`src/rtl/rca_pkg.sv`:
```
`default_nettype none
// ============================================================================
// Package     : rca_pkg
// Description : Shared widths and types for the three-operand ripple-carry
//               adder and its operand collector.
// Revision    : 1.0 - initial release
// ============================================================================
package rca_pkg;

  // Default operand width and the adder's result width (3 * 255 fits in 11 bits)
  localparam int OPW  = 8;
  localparam int SUMW = 11;

  // Slot index within the triple currently being gathered
  typedef enum logic [1:0] {
    SLOT0 = 2'd0,
    SLOT1 = 2'd1,
    SLOT2 = 2'd2
  } slot_t;

  // Number of real operands carried by an emitted triple
  typedef logic [1:0] cnt_t;

  // Slot following the given one (only called below SLOT2)
  function automatic slot_t next_slot(input slot_t s);
    return slot_t'(2'(s) + 2'd1);
  endfunction

endpackage
`default_nettype wire

```
`src/rtl/rca_operand_collector.sv`:
```
`default_nettype none
// ============================================================================
// Module      : rca_operand_collector
// Description : Packs a valid/ready operand stream into registered (a, b, c)
//               triples for the three-operand ripple-carry adder. Partial
//               groups closed by in_last are zero-padded.
// Options     : RCA_OPCOLL_LAST_EN - honour in_last (partial flush, out_cnt
//               and out_last). Undefined: in_last ignored, full triples only.
// Revision    : 1.0 - initial release
// ============================================================================
module rca_operand_collector
  import rca_pkg::*;
#(
  parameter int W = OPW
) (
  input  logic         clk,
  input  logic         rst,
  input  logic         in_valid,
  output logic         in_ready,
  input  logic [W-1:0] in_data,
  input  logic         in_last,
  output logic         out_valid,
  input  logic         out_ready,
  output logic [W-1:0] a,
  output logic [W-1:0] b,
  output logic [W-1:0] c,
  output logic [1:0]   out_cnt,
  output logic         out_last
);

  slot_t          idx_q, idx_d;
  logic [W-1:0]   s0_q, s0_d;
  logic [W-1:0]   s1_q, s1_d;
  logic [W-1:0]   a_q, a_d;
  logic [W-1:0]   b_q, b_d;
  logic [W-1:0]   c_q, c_d;
  cnt_t           cnt_q, cnt_d;
  logic           last_q, last_d;
  logic           valid_q, valid_d;

  logic           w_accept;
  logic           w_last;
  logic           w_complete;

`ifdef RCA_OPCOLL_LAST_EN
  assign w_last = in_last;
`else
  // in_last is read but masked so the port stays present and inert
  assign w_last = in_last & 1'b0;
`endif

  // Upstream may advance whenever the output slot is free or being drained
  assign in_ready   = !valid_q || out_ready;
  assign w_accept   = in_valid && in_ready;
  assign w_complete = w_accept && ((idx_q == SLOT2) || w_last);

  // Next-state for staging, slot index and output triple
  always_comb begin
    idx_d   = idx_q;
    s0_d    = s0_q;
    s1_d    = s1_q;
    a_d     = a_q;
    b_d     = b_q;
    c_d     = c_q;
    cnt_d   = cnt_q;
    last_d  = last_q;
    valid_d = valid_q;

    if (valid_q && out_ready) begin
      valid_d = 1'b0;
    end

    if (w_accept) begin
      if (w_complete) begin
        // Slots not yet filled are padded with zero so the sum is unchanged
        a_d     = (idx_q == SLOT0) ? in_data : s0_q;
        b_d     = (idx_q == SLOT1) ? in_data :
                  (idx_q == SLOT2) ? s1_q    : '0;
        c_d     = (idx_q == SLOT2) ? in_data : '0;
        cnt_d   = cnt_t'(idx_q) + 2'd1;
        last_d  = w_last;
        valid_d = 1'b1;
        idx_d   = SLOT0;
        s0_d    = '0;
        s1_d    = '0;
      end else begin
        case (idx_q)
          SLOT0:   s0_d = in_data;
          SLOT1:   s1_d = in_data;
          default: ;
        endcase
        idx_d = next_slot(idx_q);
      end
    end
  end

  // State register with synchronous reset
  always_ff @(posedge clk) begin
    if (rst) begin
      idx_q   <= SLOT0;
      s0_q    <= '0;
      s1_q    <= '0;
      a_q     <= '0;
      b_q     <= '0;
      c_q     <= '0;
      cnt_q   <= '0;
      last_q  <= 1'b0;
      valid_q <= 1'b0;
    end else begin
      idx_q   <= idx_d;
      s0_q    <= s0_d;
      s1_q    <= s1_d;
      a_q     <= a_d;
      b_q     <= b_d;
      c_q     <= c_d;
      cnt_q   <= cnt_d;
      last_q  <= last_d;
      valid_q <= valid_d;
    end
  end

  assign out_valid = valid_q;
  assign a         = a_q;
  assign b         = b_q;
  assign c         = c_q;
  assign out_cnt   = cnt_q;
  assign out_last  = last_q;

endmodule
`default_nettype wire

```
`config.mk`:
```
export PLATFORM = sky130hd
export DESIGN_NAME = rca_operand_collector
export DESIGN_NICKNAME = d
export VERILOG_FILES = /design/src/rtl/rca_pkg.sv /design/src/rtl/rca_operand_collector.sv
export SDC_FILE = /design/constraint.sdc
export NUM_CORES = 1
export LEC_CHECK = 0
export CAP_MARGIN = 10
export CORE_MARGIN = 3
export CORE_UTILIZATION = 49
export DETAILED_ROUTE_END_ITERATION = 6
export PLACE_DENSITY = 0.86
export SLEW_MARGIN = 20
export SYNTH_ARGS = -nofsm -noshare
export SYNTH_HDL_FRONTEND = slang
export SYNTH_SLANG_ARGS = --single-unit
export TNS_END_PERCENT = 10
```
`constraint.sdc`:
```
create_clock -name clk -period 1.6 [get_ports clk]
set_input_delay 0.16 -clock clk [delete_from_list [all_inputs] [get_ports clk]]
set_output_delay 0.16 -clock clk [all_outputs]
set_load 0.1 [all_outputs]
```
* Word level (Yosys, flattened, before mapping)
Index checks and enable logic that the tools add are counted.
** Word-level totals
- Output and inout port bits :: 29
- Bits in registers :: 45
- Logic and storage cells :: 31
- Bits of input ports :: 13
** Cells by class
- Add/sub/neg operators :: 1
- Equality and inequality tests :: 2
- Reduce and logical (&&, ||, !) cells :: 9
- Multiplexer cells :: 11
** Operators by type and width (count)
- $mux 8 :: 7
- $reduce_and 2->1 :: 2
- $logic_and 1x1->1 :: 3
- $mux 1 :: 3
- $add 2x1->2 const B :: 1
- $eq 2x1->1 const B :: 1
- $eq 2x2->1 const B :: 1
- $logic_not 2->1 :: 1
- $mux 2 :: 1
- $reduce_bool 2->1 :: 1
- $logic_not 1->1 :: 1
- $logic_or 1x1->1 :: 1

* Depth between registers and ports, before layout
- Depth after elaboration :: 6
- Depth in mapped cells :: 7
- Gate-level depth less buffers :: 5

* Worst setup path before layout
OpenSTA, ideal clock, no wires.
- Path type :: register -> register
- Start :: register valid_q (netlist: out_valid)
- End :: register c_q[0] (netlist: c[0])
- Path buffers :: 2
- Clock period less this slack :: 2.013 ns
- Data arrival time :: 1.881 ns
- Setup time :: 0.132 ns
- Stages on the path, launching flop included :: 7
- Slack :: -0.413 ns
- Path through :: dfxtp_1 > nor2b_1 > buf_4 > inv_2 > buf_2 > nand3_1 > a21oi_1
** Between the ends
- Cells in the longest elaborated chain, start to end :: 5
** RTL lines
- start: declaration :: line rca_operand_collector.sv:39 : logic valid_q, valid_d;
- start signal: assignment :: line rca_operand_collector.sv:118 : valid_q <= valid_d;
- $logic_not 1->1 (*) :: line rca_operand_collector.sv:53 : assign in_ready = !valid_q || out_ready;
- $logic_or 1x1->1 (*) :: line rca_operand_collector.sv:53
- net in_ready :: line rca_operand_collector.sv:19 : output logic in_ready,
- $logic_and 1x1->1 (*) :: line rca_operand_collector.sv:54 : assign w_accept = in_valid && in_ready;
- $logic_and 1x1->1 :: line rca_operand_collector.sv:55 : assign w_complete = w_accept && ((idx_q == SLOT2) || w_last);
- $reduce_and 2->1 (no source line) (*)
- end signal: assignment :: line rca_operand_collector.sv:105 : c_q <= '0;
- end signal: assignment :: line rca_operand_collector.sv:115 : c_q <= c_d;
- end: declaration :: line rca_operand_collector.sv:36 : logic [W-1:0] c_q, c_d;
Mark *: on every way through the listed nets, which the timed path passes. The rest lies on a longest branch.
A chain may end at the register's enable or synchronous reset.

* Worst setup path in the final report
- Start :: register valid_q (netlist: out_valid)
- End :: output port in_ready
** Between the ends
- Cells in the longest elaborated chain, start to end :: 2
** RTL lines (line)
- $logic_not 1->1 :: rca_operand_collector.sv:53
- $logic_or 1x1->1 :: rca_operand_collector.sv:53
- end: declaration :: rca_operand_collector.sv:19
No other way between the ends.

==> flow_summary.ini <==
[outcome]
outcome = complete, no violations

[floorplan]
core_area_um2 = 3520
fp.dieH_um = 68.1
die-area_um2 = 4630
io_pins = 42
rows = 21
die_w_um = 68.1
initial_core_util = 0.536

[drt]
first_pass_iters = 4
drc = 0
met3WireLength_um = 274
routedWlPerCell_um = 16.3
viasPerCell = 6.02
drt_iter0_drc = 93
wl_met2_mm = 2.28
vias = 1728
drtAntennaViolNets = 0
top_layer = met4
wl_met1_mm = 2.04
routed_wl_mm = 4.68

[worst_setup_path]
r2r_slack_ns = 0.18
rr_endpoint = b[1]
cp.arrival_ns = 1.38
crit_fanout = 24
timing.rr.start = idx_q[1]
crit_path_end_kind = output pin
cp.required_ns = 1.44
path_class = reg2out
cp-startpoint = out_valid
rr_worst_depth = 5
cp-start-kind = flop

[hold_path]
min_path_cells = 2
holdCritPathClass = reg2reg
worstHoldEndpoint = s0_q[7]
hold_start = s0_q[7]

[power]
p_per_area_nw_per_um2 = 920
ir_worst_vdd_v = 0.000715
power_mw = 2.55
p_leak_nw = 1.03

[clock_network]
path_clk_slew_ns = 0.08
insertion_delay_ns = 0.31
cts.sinks = 45
cts_tree = done
cts-htree-levels = 2
cts_made_buffers = 5
root_buffer = clkbuf_8
ctsHoldBuffers = 0
clockBufferDepth = 2

[finish]
final_cell_mix = dfxtp_1, a21oi_1, buf_12
post-route-util = 0.787
fin_cells = 287
drive_above_1_share = 0.257
diodes = 0
final_common_cell = dfxtp_1
fin_nets = 256
area_growth_pct = 46.8

[grt]
first_global_vias = 1668
grt_remaining_overflow = 0
grt_max_degree = 25
antenna_found_initial = 0
grt_usage = 0.229
grt_first_pass_wirelength_mm = 7.97

[logic_synthesis]
synth-main-ff-cell = dfxtp_1
seq_area_frac_synth = 0.477
yosys_warnings = 0
synthArstFlopShare = 0
syn_area_um2 = 1890
syn-num-nets = 213
synth.avg_cell_area_um2 = 9.58
synth_cell_types = 29
synth-seq-cells = 45
syn_inst = 197
synth_edf_count = 0

[place]
gp_congestion = 0.851
port_buffers = 39
hpwl_mm = 3.34
dp.cells = 279

[timing]
report.final.hold_viol_count = 0
fin_worst_skew_ns = 0.0102
rsz0062_at_grt = true
post-route-min-period_ns = 1.54
setup_viol = 0
max_freq_mhz = 649
fin_crit_sh = 0.963
slew_violations = 0

[flow_run]
cap_violations = 0
## power by group
group          internal (mW)  total [mW]  switching (mW)
logic                  0.227       0.570           0.343
registers               1.17        1.21          0.0419
clock network          0.358       0.765           0.407
## critical path, cell delays in order, from the launching register on
cell	delay [ns]
dfxtp_2	0.36
nor2b_4	0.27
inv_2	0.10
buf_12	0.17
buf_12	0.17
## what timing repair did
| item | 4_1_cts | 5_1_grt |
|---|---|---|
| setup buffers | 0 | 0 |
| endpoints found under the setup margin | 19 | 16 |
| gates resized for setup | 3 | 2 |
## layer usage
metal  track usage  vias to the layer above
li1              -                      822
met5             0                        -
met3        0.0575                        7
met1         0.298                      843
met2         0.369                       56
met4        0.0769                        0
## registers in the layout, summed over array words and instances, names as in the netlist
signal and flops:
s1_q 8, b 8, idx_q 2, s0_q 8, c 8, out_cnt 2, out_valid 1, a 8
## cell usage after synthesis, types with 6 or more instances
library cell	count	area share
a311oi_1	6	0.028
nand2_1	7	0.014
dfxtp_1	45	0.48
nand3b_1	6	0.024
a21oi_1	31	0.082
a22o_1	14	0.065
buf_4	8	0.032
mux2i_1	10	0.053
a211oi_1	9	0.036
nand3_1	10	0.027
o21ai_0	12	0.032
## cells by family (layout without fill, tap and decap cells)
| logic type | after synthesis | count (layout) | share of synthesized area |
|---|---|---|---|
| compound gates | 77 | 77 | 0.268 |
| flops | 45 | 45 | 0.477 |
| simple gates | 36 | 36 | 0.107 |
| buf+inv | 25 | 69 | 0.0729 |
| mux | 10 | 10 | 0.0531 |
| fa+ha+maj | 3 | 3 | 0.0199 |
| other cells | 1 | 1 | 0.00199 |
## cell type report
cell class	count	area, µm²
Fill cell	210	751
Multi-Input combinational cell	127	868
Clock inverter	2	17.5
Inverter	5	18.8
Tap cell	46	57.6
Timing Repair Buffer	56	823
Sequential cell	45	902
Clock buffer	6	82.6
## how the worst max path moves through the flow
stage,to,slack [ns],depth (start not counted)
floorplan,s0_q[0],-0.07,6
global placement,s1_q[5],-0.22,5
detailed placement,s0_q[2],-0.31,5
CTS,in_ready,0.05,4
global route,in_ready,-0.01,4
finish,in_ready,0.06,4
## per-stage QoR
stage          hold slack, ns  setup WS [ns]  TNS [ns]  instance area, µm²
4_1_cts                 0.476         0.0494         0                2760
6_report                0.479         0.0599         0                2770
3_5_place_dp            0.458         -0.310     -7.97                2650
5_1_grt                 0.496        -0.0146   -0.0146                2770
2_1_floorplan           0.293        -0.0704    -0.986                1890
3_3_place_gp            0.457         -0.223     -4.85                2650
(Power assumes the default switching activity.)
